`src/rtl/memory_bus_write_decoder_pkg.sv`:
```
// Shared constants for the CPU memory-bus write decoder: BRAM region select
// codes, page/segment register addresses and the bus-write FSM state type.
package memory_bus_write_decoder_pkg;

    localparam logic [1:0] BRAM_SELECT_CONTROLLER = 2'd0;
    localparam logic [1:0] BRAM_SELECT_MOD        = 2'd1;
    localparam logic [1:0] BRAM_SELECT_DUTY_TABLE = 2'd2;
    localparam logic [1:0] BRAM_SELECT_STM        = 2'd3;

    // Controller-space addresses that also load the address-extension registers.
    localparam logic [13:0] ADDR_MOD_MEM_WR_SEGMENT                = 14'h0020;
    localparam logic [13:0] ADDR_STM_MEM_WR_SEGMENT                = 14'h0021;
    localparam logic [13:0] ADDR_STM_MEM_WR_PAGE                   = 14'h0022;
    localparam logic [13:0] ADDR_PULSE_WIDTH_ENCODER_TABLE_WR_PAGE = 14'h0023;

    typedef enum logic [1:0] {
        BUS_WR_IDLE   = 2'd0,
        BUS_WR_COMMIT = 2'd1,
        BUS_WR_HOLD   = 2'd2
    } bus_wr_state_t;

endpackage

```
`src/rtl/memory_bus_write_decoder.sv`:
```
// Receiving end of the CPU memory bus. Registers the bus pins, turns each
// CPU write cycle into exactly one single-cycle strobe on one of four BRAM
// ports and holds the segment/page registers that widen the 14-bit address.
//
// state  | meaning
// -------+-----------------------------------------------------------------
// IDLE   | waiting for a sampled EN=WE=1
// COMMIT | strobe high for one cycle, page registers updated at its end
// HOLD   | write already issued, waiting for WE or EN to drop
module memory_bus_write_decoder
    import memory_bus_write_decoder_pkg::*;
(
    input  logic        CLK,
    input  logic        RST,
    input  logic        EN,
    input  logic        WE,
    input  logic [1:0]  BRAM_SELECT,
    input  logic [13:0] BRAM_ADDR,
    input  logic [15:0] DATA_IN,
    output logic [15:0] WR_DATA,
    output logic        CNT_WE,
    output logic [13:0] CNT_ADDR,
    output logic        MOD_WE,
    output logic [14:0] MOD_ADDR,
    output logic        DUTY_WE,
    output logic [14:0] DUTY_ADDR,
    output logic        STM_WE,
    output logic [18:0] STM_ADDR,
    output logic [15:0] WR_COUNT
);

    logic          s1_en;
    logic          s1_we;
    logic [1:0]    s1_sel;
    logic [13:0]   s1_addr;
    logic [15:0]   s1_data;

    bus_wr_state_t state;
    logic          lat_is_ctrl;
    logic [13:0]   lat_addr;
    logic [3:0]    lat_data;

    logic          mod_segment;
    logic          stm_segment;
    logic [3:0]    stm_page;
    logic          duty_page;

    logic          s1_write;

    assign s1_write = s1_en & s1_we;

    // Input stage: every bus pin is registered once before any decoding.
    always_ff @(posedge CLK or posedge RST) begin
        if (RST) begin
            s1_en   <= 1'b0;
            s1_we   <= 1'b0;
            s1_sel  <= '0;
            s1_addr <= '0;
            s1_data <= '0;
        end else begin
            s1_en   <= EN;
            s1_we   <= WE;
            s1_sel  <= BRAM_SELECT;
            s1_addr <= BRAM_ADDR;
            s1_data <= DATA_IN;
        end
    end

    // Write FSM plus registered strobes, addresses, data and commit counter.
    always_ff @(posedge CLK or posedge RST) begin
        if (RST) begin
            state       <= BUS_WR_IDLE;
            lat_is_ctrl <= 1'b0;
            lat_addr    <= '0;
            lat_data    <= '0;
            WR_DATA     <= '0;
            CNT_WE      <= 1'b0;
            CNT_ADDR    <= '0;
            MOD_WE      <= 1'b0;
            MOD_ADDR    <= '0;
            DUTY_WE     <= 1'b0;
            DUTY_ADDR   <= '0;
            STM_WE      <= 1'b0;
            STM_ADDR    <= '0;
            WR_COUNT    <= '0;
        end else begin
            CNT_WE  <= 1'b0;
            MOD_WE  <= 1'b0;
            DUTY_WE <= 1'b0;
            STM_WE  <= 1'b0;
            case (state)
                BUS_WR_IDLE: begin
                    if (s1_write) begin
                        state       <= BUS_WR_COMMIT;
                        lat_is_ctrl <= (s1_sel == BRAM_SELECT_CONTROLLER);
                        lat_addr    <= s1_addr;
                        lat_data    <= s1_data[3:0];
                        WR_DATA     <= s1_data;
                        WR_COUNT    <= WR_COUNT + 16'd1;
                        // Strobe and its address land together so the BRAM sees
                        // them in the same COMMIT cycle.
                        case (s1_sel)
                            BRAM_SELECT_CONTROLLER: begin
                                CNT_WE   <= 1'b1;
                                CNT_ADDR <= s1_addr;
                            end
                            BRAM_SELECT_MOD: begin
                                MOD_WE   <= 1'b1;
                                MOD_ADDR <= {mod_segment, s1_addr};
                            end
                            BRAM_SELECT_DUTY_TABLE: begin
                                DUTY_WE   <= 1'b1;
                                DUTY_ADDR <= {duty_page, s1_addr};
                            end
                            default: begin
                                STM_WE   <= 1'b1;
                                STM_ADDR <= {stm_segment, stm_page, s1_addr};
                            end
                        endcase
                    end
                end
                BUS_WR_COMMIT: begin
                    // Skipping HOLD when WE already dropped keeps a one-cycle
                    // WE gap from being swallowed as part of the previous write.
                    state <= s1_write ? BUS_WR_HOLD : BUS_WR_IDLE;
                end
                BUS_WR_HOLD: begin
                    if (!s1_write) state <= BUS_WR_IDLE;
                end
                default: state <= BUS_WR_IDLE;
            endcase
        end
    end

    // Address-extension registers load at the end of COMMIT, so they only
    // affect the following write.
    always_ff @(posedge CLK or posedge RST) begin
        if (RST) begin
            mod_segment <= 1'b0;
            stm_segment <= 1'b0;
            stm_page    <= '0;
            duty_page   <= 1'b0;
        end else if (state == BUS_WR_COMMIT && lat_is_ctrl) begin
            case (lat_addr)
                ADDR_MOD_MEM_WR_SEGMENT:                mod_segment <= lat_data[0];
                ADDR_STM_MEM_WR_SEGMENT:                stm_segment <= lat_data[0];
                ADDR_STM_MEM_WR_PAGE:                   stm_page    <= lat_data;
                ADDR_PULSE_WIDTH_ENCODER_TABLE_WR_PAGE: duty_page   <= lat_data[0];
                default: ;
            endcase
        end
    end

endmodule

```
`config.mk`:
```
export PLATFORM = sky130hd
export DESIGN_NAME = memory_bus_write_decoder
export DESIGN_NICKNAME = d
export VERILOG_FILES = /design/src/rtl/memory_bus_write_decoder_pkg.sv /design/src/rtl/memory_bus_write_decoder.sv
export SDC_FILE = /design/constraint.sdc
export NUM_CORES = 1
export LEC_CHECK = 0
export BUFFER_PORTS_ARGS = -buffer_cell sky130_fd_sc_hd__clkbuf_2
export CAP_MARGIN = 15
export CORE_UTILIZATION = 53
export CTS_CLUSTER_DIAMETER = 60
export DETAILED_ROUTE_END_ITERATION = 7
export PLACE_DENSITY = 0.79
export SYNTH_ARGS = -nofsm -noshare
export SYNTH_HDL_FRONTEND = slang
export SYNTH_SLANG_ARGS = --single-unit
```
`constraint.sdc`:
```
create_clock -name CLK -period 5.4 [get_ports CLK]
set_input_delay 0.54 -clock CLK [delete_from_list [all_inputs] [get_ports CLK]]
set_output_delay 0.54 -clock CLK [all_outputs]
set_load 0.03 [all_outputs]
```
==> impl_metrics.toml, run 1 <==
[synth]
synth_edf_count = 0
yosysUniqueCellTypes = 32
ys_seq_area_share_pct = 68.71
synth_area_per_cell_sq_um = 14.51
synth_top_area_share_pct = 68.71
ys_warn_count = 0
synth_ff_type = "dfrtp_1"
synth_nets = 431
syn_inst = 394
synthMuxAreaShare_pct = 14.97
syn-cell-area_sq_um = 5718
synthAdderAreaFrac_pct = 0.2188
synthArstFlopShare_pct = 100.0
synth-xor-area-share_pct = 2.451
yosysMostFrequentCell = "dfrtp_1"
synth_common_cells = "157 x dfrtp_1, 100 x nand2_1, 50 x mux2_2"
synthSimpleGateAreaFrac_pct = 11.66
synth_top_family_by_area = "multiplexers"
yosysTopAreaCell = "dfrtp_1"
synth-compound-area-share_pct = 0.1313
synth-seq-cells = 157
yosys-top-cells-area = "dfrtp_1 69%, mux2_2 9.8%, nand2_1 6.6%, mux2_4 4.7%, xnor2_1 2.1%"

[drt]
first_pass_iters = 4
route.detailed.drc = 0
wirelength_um = 10870
drt-initial-drc-count = 149
routed_via_density = 5.047
num_vias = 3447
ant_nets = 0
routedWlPerCell_um = 15.92

[critical_path]
cpMaxStageDelayCell = "nand4bb_4"
endpoint_kind = "register"
r2r_cells = 4
start_kind = "register"
cpLargestDelayFamily = "simple AND/OR/NAND/NOR gates"
crit_start = "state[0]"
crit_type = "register to register"
arrival_ns = 3.30
worstPathMaxFanout = 40
critPathRequiredTime_ns = 5.81
r2r_setup_slack_ns = 2.51
path_cells = "nand4bb_4 > clkinv_2 > nand3_2 > mux2_1"
cp_num_buf_inv = 1
crit_path_max_incr_delay_ns = 0.68
rr_startpoint = "state[0]"
r2r-end = "STM_ADDR[12]"

[hold_path]
hold_path_depth = 1
min-delay-start = "DATA_IN[13]"
min_to = "s1_data[13]"
min_path_type = "input pin to register"

[grt]
grt_usage_pct = 21.53
grt_max_degree = 111
grt_overflow = 0
grt_pass1_wl_um = 17930
antenna_found_initial = 0
grt_pass1_vias = 3547

[clock_network]
cts_buffers = 17
numClockSinks = 157
postCtsResizedCells = 0
hold_buffers = 0
cts_root_buf = "clkbuf_8"
cts_tree = "yes"
clkTransAtPathRegs_ns = 0.06
cts_setup_buffers = 0
worstSkewPairLatency_ns = 0.53
clockBufferDepth = 2
h-tree-depth = 4

[run_status]
status = "finished, final reports clean"

[final_layout]
synthToLayoutAreaGrowth_pct = 23.87
final_cells = 683
antenna_cells = 0
final_nets = 573
design_area_sq_um = 7083
drive_above_1_share_pct = 44.79

[pwr]
p_leak_nw = 3.716
p_sw_share_pct = 30.32
p_int_mw = 2.359
p_comb_share_pct = 21.1
p_sw_mw = 1.026
clock_power_share_pct = 35.0
seqPwrFrac_pct = 43.9
ir_drop_uv = 242.3
p_per_area_nw_per_um2 = 477.9

[sta]
drv_slew = 0
tns_ns = 0
setup-violations-final = 0
fin_skew_ns = 0.005601
whs_ns = 0.1132
timing.final.crit_share_pct = 53.50
worst_pin_slew_ns = 0.9436
worst_slack_ns = 2.511
rsz0062_at_grt = "false"
maxSlewHeadroom_pct = 37.10
period_minus_slack_ns = 2.889
hold_viol = 0
fmax_ghz = 0.3461

[floorplan]
die_h_um = 105.9
core-area_sq_um = 10370
rows = 37
start_util_pct = 55.14
die-area_sq_um = 11210
die_x_um = 105.9
io_pins = 135

[placed_design]
dp_hpwl_um = 7214
dp.cells = 653
dpl-instance-area_sq_um = 6485
pre_cts_ws_ns = 2.432
portBuffers = 134
place.gp.congestion = 0.7153

[flow_run]
drv_cap = 0
power groups by stage:
stage	combinational, mW	clock, mW	sequential [mW]
3_3_place_gp	0.708	0	1.49
5_1_grt	0.759	1.26	1.51
3_5_place_dp	0.722	0	1.50
2_1_floorplan	0.210	0	1.78
6_report	0.713	1.19	1.49
4_1_cts	0.726	1.21	1.49
registers in the layout, summed over array words and instances, names as in the netlist, 2 cells and up:
signal	flops
STM_ADDR	19
s1_sel	2
CNT_ADDR	14
state	2
DUTY_ADDR	15
WR_DATA	16
s1_addr	14
WR_COUNT	16
s1_data	16
MOD_ADDR	15
stm_page	4
lat_addr	14
worst max-delay path by stage:
stage / cells after the start / end / slack [ns]
after detailed placement: 4 / STM_ADDR[12] / 2.43
after CTS: 4 / STM_ADDR[12] / 2.39
after global placement: 4 / STM_ADDR[11] / 2.55
final: 4 / STM_ADDR[12] / 2.51
after global routing: 4 / STM_ADDR[11] / 2.23
after floorplan: 1 / CNT_ADDR[0] / 0.63
per-stage QoR:
stage               power, mW  utilization, %
floorplan               1.991               -
global placement        2.203           62.54
detailed placement      2.226           62.54
CTS                     3.425           68.30
global route            3.529           68.30
finish                  3.385           68.30
kinds of logic after synthesis:
logic type                 count (synthesis)
DFF                                      157
and+or+nand+nor                          132
muxes                                     70
buffers and inverters                     17
xor gates and xnor gates                  16
AOI/OAI and AO/OA                          1
adders and majority gates                  1
cells in the final DEF (no fill, tap or decap), types with 2 or more instances in the layout:
cell type	synthesis	layout
inv_1	4	3
mux2_1	2	2
nor2_1	5	5
bufinv_16	0	3
nor3_4	3	3
clkbuf_16	0	16
mux2_4	18	18
xor2_1	2	2
clkbuf_8	0	6
nand3_1	5	5
nor3_1	2	2
nand4_1	5	5
mux2_2	50	50
dfrtp_1	157	157
clkbuf_1	4	2
clkbuf_2	0	134
xnor2_1	14	14
clkinv_2	1	3
nand2_1	100	100
final cells by class:
type	count	area (sq um)
clock buffer	24	490.5
tap	136	170.2
multi-input combinational	220	1683
inverter	5	25.02
clock inverter	6	107.6
fill	772	3287
timing repair buffer	135	678.2
sequential	157	3929
worst register-to-register path: stages (launching register included):
cell,delay [ns]
dfrtp_1,0.41
nand4bb_4,0.68
clkinv_2,0.67
nand3_2,0.53
mux2_1,0.48
routing by layer:
| layer | wire length [um] | track usage [%] |
|---|---|---|
| met1 | 4501 | 26.41 |
| met2 | 5593 | 35.11 |
| met3 | 586 | 7.669 |
| met4 | 189 | 8.135 |
| met5 | 0 | 0 |
Note: power is estimated with default switching activity, not from simulation.
==> inputs of run 2 (changes only) <==
==> constraint.sdc (replaced) <==
create_clock -name CLK -period 2.71 [get_ports CLK]
set_input_delay 0.271 -clock CLK [delete_from_list [all_inputs] [get_ports CLK]]
set_output_delay 0.271 -clock CLK [all_outputs]
set_load 0.03 [all_outputs]
==> impl_metrics.toml, run 2 (synthesis gave the netlist of run 1 again) <==
[clock_network]
cts_tree = "yes"
cts_setup_buffers = 0
hold_buffers = 35
clkTransAtPathRegs_ns = 0.07
clockBufferDepth = 2
cts_root_buf = "clkbuf_8"
h-tree-depth = 4
postCtsResizedCells = 0
worstSkewPairLatency_ns = 0.52
cts_buffers = 17
numClockSinks = 157

[floorplan]
io_pins = 135
die-area_sq_um = 11210
die_h_um = 105.9
core-area_sq_um = 10370
rows = 37
die_x_um = 105.9
start_util_pct = 55.14

[pwr]
p_leak_nw = 3.882
p_int_mw = 4.557
p_sw_mw = 2.185
p_per_area_nw_per_um2 = 901.3
p_sw_share_pct = 32.40
ir_drop_uv = 566.8
finalPower_mw = 6.742
p_comb_share_pct = 21.9
clock_power_share_pct = 34.0
seqPwrFrac_pct = 44.1

[grt]
grt_pass1_vias = 3780
grt_pass1_wl_um = 19180
grt_max_degree = 46
grt_overflow = 0
antenna_found_initial = 0
grt_usage_pct = 22.94

[drt]
routedWlPerCell_um = 16.29
route.detailed.drc = 0
first_pass_iters = 4
num_vias = 3629
routed_via_density = 4.999
ant_nets = 0
drt-initial-drc-count = 148
wirelength_um = 11830

[critical_path]
r2r_setup_slack_ns = 0.65
rr_startpoint = "state[0]"
start_kind = "register"
r2r-end = "DUTY_ADDR[6]"
r2r_cells = 5
critPathRequiredTime_ns = 3.11
worstPathMaxFanout = 35
arrival_ns = 2.46
crit_type = "register to register"
endpoint_kind = "register"

[sta]
tns_ns = 0
fin_skew_ns = 0.009080
hold_viol = 0
period_minus_slack_ns = 2.059
setup-violations-final = 0
maxSlewHeadroom_pct = 36.35
fmax_ghz = 0.4856
drv_slew = 0
timing.final.crit_share_pct = 75.99
worst_pin_slew_ns = 0.9527
rsz0062_at_grt = "false"

[placed_design]
dp_hpwl_um = 7535
place.gp.congestion = 0.7590
dp.cells = 659
portBuffers = 134
dpl-instance-area_sq_um = 6554

[final_layout]
n_fill_cell = 684
largest_reg_flops = 19
synthToLayoutAreaGrowth_pct = 30.81
final_cell_mix = "157 x dfrtp_1, 134 x clkbuf_2, 100 x nand2_1, 50 x mux2_2, 35 x dlygate4sd3_1"
drive_above_1_share_pct = 43.05
regMostFlops = "STM_ADDR"
final_nets = 614
antenna_cells = 0
layout_commonest_cell = "dfrtp_1"
final_cells = 726
design_area_sq_um = 7480
postLayoutCoreUtil_pct = 72.13

[run_status]
status = "finished, final reports clean"

[flow_run]
drv_cap = 0

[hold_path]
hold_path_depth = 2
min_to = "s1_addr[7]"
min-delay-start = "BRAM_ADDR[7]"
min_path_type = "input pin to register"
## run 2: cell types whose count changed in the layout (fill, tap and decap cells not counted)
cell           change
buf_12             +2
buf_4              +4
bufinv_16          -1
clkbuf_1           -1
clkbuf_8           -5
clkinv_4           +3
clkinvlp_4         +2
dlygate4sd3_1     +35
inv_6              +3
inv_8              +1
## run 2: metrics by stage
step | setup WS [ns] | hold slack, ns
after global placement | 0.7200 | 0.3786
after floorplan | 0.4521 | 0.3024
after global routing | 0.5337 | 0.3703
after detailed placement | 0.6579 | 0.3806
after CTS | 0.6269 | 0.3699
final | 0.6508 | 0.3907
## run 2: final cells by class
type	instances	area, sq um	share of cell area (%)
clock buffers	18	417.9	5.587
clock inverters	14	157.7	2.108
inverters	5	23.77	0.3178
multi-input cells	220	1683	22.50
flip-flops and latches	157	3929	52.53
well taps	136	170.2	2.275
repair buffers	176	1099	14.69
## run 2: worst max path at each step
stage | to | slack, ns | cells past startpoint | start
2_1_floorplan | CNT_ADDR[0] | 0.45 | 1 | RST
3_3_place_gp | DUTY_ADDR[4] | 0.72 | 5 | state[0]
3_5_place_dp | DUTY_ADDR[2] | 0.66 | 5 | state[0]
4_1_cts | DUTY_ADDR[6] | 0.63 | 5 | state[0]
5_1_grt | DUTY_ADDR[3] | 0.53 | 5 | state[0]
6_report | DUTY_ADDR[6] | 0.65 | 5 | state[0]
## run 2: power groups by stage
stage | Sequential [mW] | Combinational, mW | Clock [mW]
after global routing | 3.02 | 1.57 | 2.44
after CTS | 2.97 | 1.49 | 2.35
after detailed placement | 3.01 | 1.44 | 0
final | 2.98 | 1.47 | 2.29
after floorplan | 3.55 | 0.420 | 0
after global placement | 3.00 | 1.41 | 0
## run 2: routing by layer
| layer | GRT usage [%] | vias to the layer above | part of all wire [%] |
|---|---|---|---|
| met5 | 0 | - | 0 |
| met4 | 8.036 | 0 | 1.8 |
| met3 | 5.999 | 25 | 4.5 |
| met2 | 38.24 | 110 | 51 |
| met1 | 29.13 | 1817 | 43 |
| li1 | - | 1677 | - |
## run 2: critical path, stage by stage (launching register included)
cell and delay, ns:
dfrtp_1 0.40, nand4bb_4 0.33, clkinv_2 0.10, buf_4 0.37
nand3b_4 0.34, mux2_4 0.39
